--- src/rtl/muxn_scan_reg.sv ---
// muxn_scan_reg: registered N:1 mux whose select is either loaded (MANUAL) or stepped by a dwell counter (SCAN).
// Defining MUXN_SCAN_REG_PARITY_EN adds a registered even-parity output out_parity.
module muxn_scan_reg #(
    parameter int N = 8,
    parameter int WIDTH = 1,
    parameter int DWELL = 1,
    localparam int SW = $clog2(N)
) (
    input  logic               clk,
    input  logic               rst,
    input  logic [N*WIDTH-1:0] in_data,
    input  logic [SW-1:0]      sel,
    input  logic               sel_load,
    input  logic               scan_start,
    input  logic               scan_stop,
    output logic [WIDTH-1:0]   out_data,
    output logic               out_valid,
    output logic [SW-1:0]      cur_sel,
    output logic               wrap,
    output logic               sel_err
`ifdef MUXN_SCAN_REG_PARITY_EN
    ,
    output logic               out_parity
`endif
);
    localparam logic [0:0] MANUAL = 1'b0;
    localparam logic [0:0] SCAN = 1'b1;
    localparam int DW = DWELL > 1 ? $clog2(DWELL) : 1;

    logic [0:0]       state_q, state_d;
    logic [SW-1:0]    cur_sel_q, cur_sel_d;
    logic [DW-1:0]    dwell_q, dwell_d;
    logic [WIDTH-1:0] out_data_q;
    logic             out_valid_q, wrap_q, wrap_d, sel_err_q, sel_err_d;
    logic             dwell_end, last_ch, sel_bad;
    logic [WIDTH-1:0] ch [N];

    for (genvar k = 0; k < N; k++) begin : g_ch
        assign ch[k] = in_data[k*WIDTH +: WIDTH];
    end

    assign dwell_end = dwell_q == DW'(DWELL - 1);
    assign last_ch   = cur_sel_q == SW'(N - 1);
    assign sel_bad   = 32'(sel) >= N;

    always_comb begin
        state_d   = state_q;
        cur_sel_d = cur_sel_q;
        dwell_d   = dwell_q;
        wrap_d    = 1'b0;
        sel_err_d = 1'b0;
        if (sel_load) begin
            state_d   = MANUAL;
            dwell_d   = '0;
            sel_err_d = sel_bad;
            cur_sel_d = sel_bad ? cur_sel_q : sel;
        end else if (scan_stop) begin
            state_d = MANUAL;
            dwell_d = '0;
        end else if (scan_start) begin
            state_d   = SCAN;
            cur_sel_d = '0;
            dwell_d   = '0;
        end else if (state_q == SCAN) begin
            dwell_d = dwell_end ? '0 : dwell_q + 1'b1;
            if (dwell_end) begin
                cur_sel_d = last_ch ? '0 : cur_sel_q + 1'b1;
                wrap_d    = last_ch;
            end
        end
    end

    // out_valid drops in the cycle cur_sel moves, while out_data still shows the old channel
    always_ff @(posedge clk) begin
        if (rst) begin
            state_q     <= MANUAL;
            cur_sel_q   <= '0;
            dwell_q     <= '0;
            out_data_q  <= '0;
            out_valid_q <= 1'b0;
            wrap_q      <= 1'b0;
            sel_err_q   <= 1'b0;
        end else begin
            state_q     <= state_d;
            cur_sel_q   <= cur_sel_d;
            dwell_q     <= dwell_d;
            out_data_q  <= ch[cur_sel_q];
            out_valid_q <= cur_sel_d == cur_sel_q;
            wrap_q      <= wrap_d;
            sel_err_q   <= sel_err_d;
        end
    end

`ifdef MUXN_SCAN_REG_PARITY_EN
    logic out_parity_q;
    always_ff @(posedge clk) begin
        if (rst) out_parity_q <= 1'b0;
        else out_parity_q <= ^ch[cur_sel_q];
    end
    assign out_parity = out_parity_q;
`endif

    assign out_data  = out_data_q;
    assign out_valid = out_valid_q;
    assign cur_sel   = cur_sel_q;
    assign wrap      = wrap_q;
    assign sel_err   = sel_err_q;
endmodule

--- config.mk ---
export PLATFORM = sky130hd
export DESIGN_NAME = muxn_scan_reg
export DESIGN_NICKNAME = d
export VERILOG_FILES = /design/src/rtl/muxn_scan_reg.sv
export SDC_FILE = /design/constraint.sdc
export NUM_CORES = 1
export LEC_CHECK = 0
export CORE_MARGIN = 8
export CORE_UTILIZATION = 30
export DETAILED_ROUTE_END_ITERATION = 7
export GPL_ROUTABILITY_DRIVEN = 0
export PLACE_DENSITY = 0.69
export SLEW_MARGIN = 10
export SYNTH_ARGS = -nofsm -noshare
export SYNTH_HDL_FRONTEND = slang
export SYNTH_SLANG_ARGS = --single-unit
--- constraint.sdc ---
create_clock -name clk -period 1.9 [get_ports clk]
set_input_delay 0.475 -clock clk [delete_from_list [all_inputs] [get_ports clk]]
set_output_delay 0.475 -clock clk [all_outputs]
set_load 0.01 [all_outputs]
==> results.toml <==
[sta]
slew_violations = 0
fmax_mhz = 599
rsz0062_at_grt = "no"
hold_viol_final = 0
fin_tns_setup_ps = 0
setup_viol = 0
clock_skew_ps = 7.61
finalWorstSetupSlack_ps = 230
finalCritPeriodShare_pct = 87.9
min_period_ps = 1670

[floorplan]
coreArea_mm2 = 0.00171
initial_core_util_pct = 31.8
die_w_um = 58.5
pin_count = 23
die_area_mm2 = 0.00343
fp-row-count = 15
chipHeight_um = 58.5

[logic_synthesis]
synth_seq_cells = 7
syn_area_per_cell_um2 = 8.62
syn_nets = 81
syn_area_um2 = 543
synth.yosys.seq_area_share_pct = 25.8
ys.warnings.count = 0
synth_cells = 63
yosysUniqueCellTypes = 29

[finish]
fill_cells = 154
drive_above_1_share_pct = 12.5
final_common_cell = "clkdlybuf4s50_1"
fin_util_pct = 47.3
fin_cells = 113
final_net_count = 107
final_cell_mix = "clkdlybuf4s50_1, dfxtp_1, buf_4, a21oi_1"
syn_to_final_growth_pct = 48.8
num_antenna_cells = 0

[clock_network]
clk_latency_ps = 270
ctsResizeCount = 0
cts_root_buffer = "clkbuf_4"
cts_tree = "yes"
post-cts-setup-buffers = 0
hold_buffers = 0
clockBufferDepth = 2
path_clk_slew_ps = 60
cts_made_buffers = 3
cts_num_sinks = 7
htreeDepth = 1

[global_route]
grt_overflow = 0
grt_max_degree = 9
grt_pass1_vias = 528
grt_util_all_layers_pct = 9.27
antenna_found_initial = 0
grt_pass1_wl_mm = 2.43

[power]
power_density_mw_per_mm2 = 551
p_leak_nw = 0.315
ir_drop_v = 0.000243
total_power_uw = 445

[outcome]
status = "finished, final reports clean"

[critical_path]
crit_buf_inv = 1
path_cells = "clkdlybuf4s50_1"
cp-start-kind = "flop"
crit_fanout = 3
cpPeakStageDelay_ps = 560
cp_slowest_cell = "clkdlybuf4s50_1"
crit_type = "reg2out"
crit_family = "buffers and inverters"
crit_arrival_ps = 1190
required_ps = 1420
crit_path_end_kind = "output pin"

[run]
maxCapViolCount = 0

[route]
ant_nets = 0
viasPerCell = 4.84
route.detailed.drc = 0
dr.pass1.iters = 4
wl_per_cell_um = 13.0
first_iter_violations = 16
route.vias.total = 547
wl_mm = 1.47

[placed_design]
dp_cells = 109
dp_hpwl_mm = 1.17
io_buffers = 21
preCtsSetupSlack_ps = 138

[worst_hold_path]
worstHoldPathType = "reg2reg"
flip-flops by register name (all words and copies together), names as in the netlist:
| name | flops |
|---|---|
| wrap | 1 |
| out_data | 1 |
| out_valid | 1 |
| cur_sel | 3 |
| state_q | 1 |
cell families (layout without fill, tap and decap cells):
logic type,after synthesis,in the layout,synth area share [%]
multiplexers,3,3,10.1
adder cells (fa/ha/maj),2,2,4.61
AND/OR/NAND/NOR,21,21,22.4
buffers and inverters,9,34,10.8
other,1,1,0.691
AO/OA/AOI/OAI,17,17,20.7
flip-flops,7,7,25.8
XOR/XNOR,3,3,4.84
area by class of cell:
cell class              count  area, um2  area share [%]
repair buffers             27        255            31.6
flip-flops and latches      7        140            17.3
well taps                  25       31.3            3.87
inverters                   3       11.3            1.39
clock buffers               4       26.3            3.25
multi-input cells          47        344            42.6
path summary, 6_finish.rpt:
check	startpoint	endpoint	slack [ps]	depth (start not counted)
setup / recovery	cur_sel[0]	cur_sel[0]	230	1
hold / removal	cur_sel[2]	out_data	680	3
setup reg to reg	cur_sel[0]	out_valid	360	6
hold reg to reg	cur_sel[2]	out_data	680	3
stage by stage:
| step | hold WS (ps) | area (um2) |
|---|---|---|
| 3_3_place_gp | 662 | 782 |
| 5_1_grt | 747 | 808 |
| 3_5_place_dp | 691 | 782 |
| 2_1_floorplan | 544 | 543 |
| 4_1_cts | 696 | 808 |
| 6_report | 683 | 808 |
power breakdown:
group | internal [mW] | switching [mW]
clock network | 0.0809 | 0.0670
registers | 0.156 | 0.00499
logic | 0.0812 | 0.0555
synthesized netlist by cell type:
| cell | count | area, um2 |
|---|---|---|
| o21ai_1 | 1 | 5.00 |
| dfxtp_1 | 7 | 140 |
| xor2_1 | 3 | 26.3 |
| nor3_1 | 3 | 15.0 |
| o21bai_1 | 1 | 7.51 |
| nor2b_1 | 3 | 18.8 |
| mux2i_1 | 1 | 10.0 |
| nor2_1 | 3 | 11.3 |
| and2_1 | 1 | 6.26 |
| a32oi_1 | 2 | 17.5 |
| nor3b_1 | 2 | 15.0 |
| a21oi_1 | 5 | 25.0 |
| o21ai_0 | 2 | 10.0 |
| nand2b_1 | 3 | 18.8 |
| buf_4 | 2 | 15.0 |
| a211oi_1 | 1 | 7.51 |
| mux4_2 | 2 | 45.0 |
| nor4_1 | 1 | 6.26 |
| a221oi_1 | 1 | 8.76 |
| inv_1 | 3 | 11.3 |
| ha_1 | 2 | 25.0 |
| buf_6 | 2 | 22.5 |
| o21ba_1 | 1 | 10.0 |
| conb_1 | 1 | 3.75 |
| o31ai_1 | 2 | 15.0 |
| a31oi_1 | 1 | 6.26 |
| nand2_1 | 2 | 7.51 |
| nand3b_1 | 3 | 22.5 |
| buf_2 | 2 | 10.0 |
routing by layer:
layer	vias up	global-route usage, %	routed length (um)
met3	5	1.96	84
met1	247	11.4	668
met2	22	13.1	659
li1	273	-	-
met5	-	0	0
met4	0	8.39	54
Note: power is estimated with default switching activity, not from simulation.
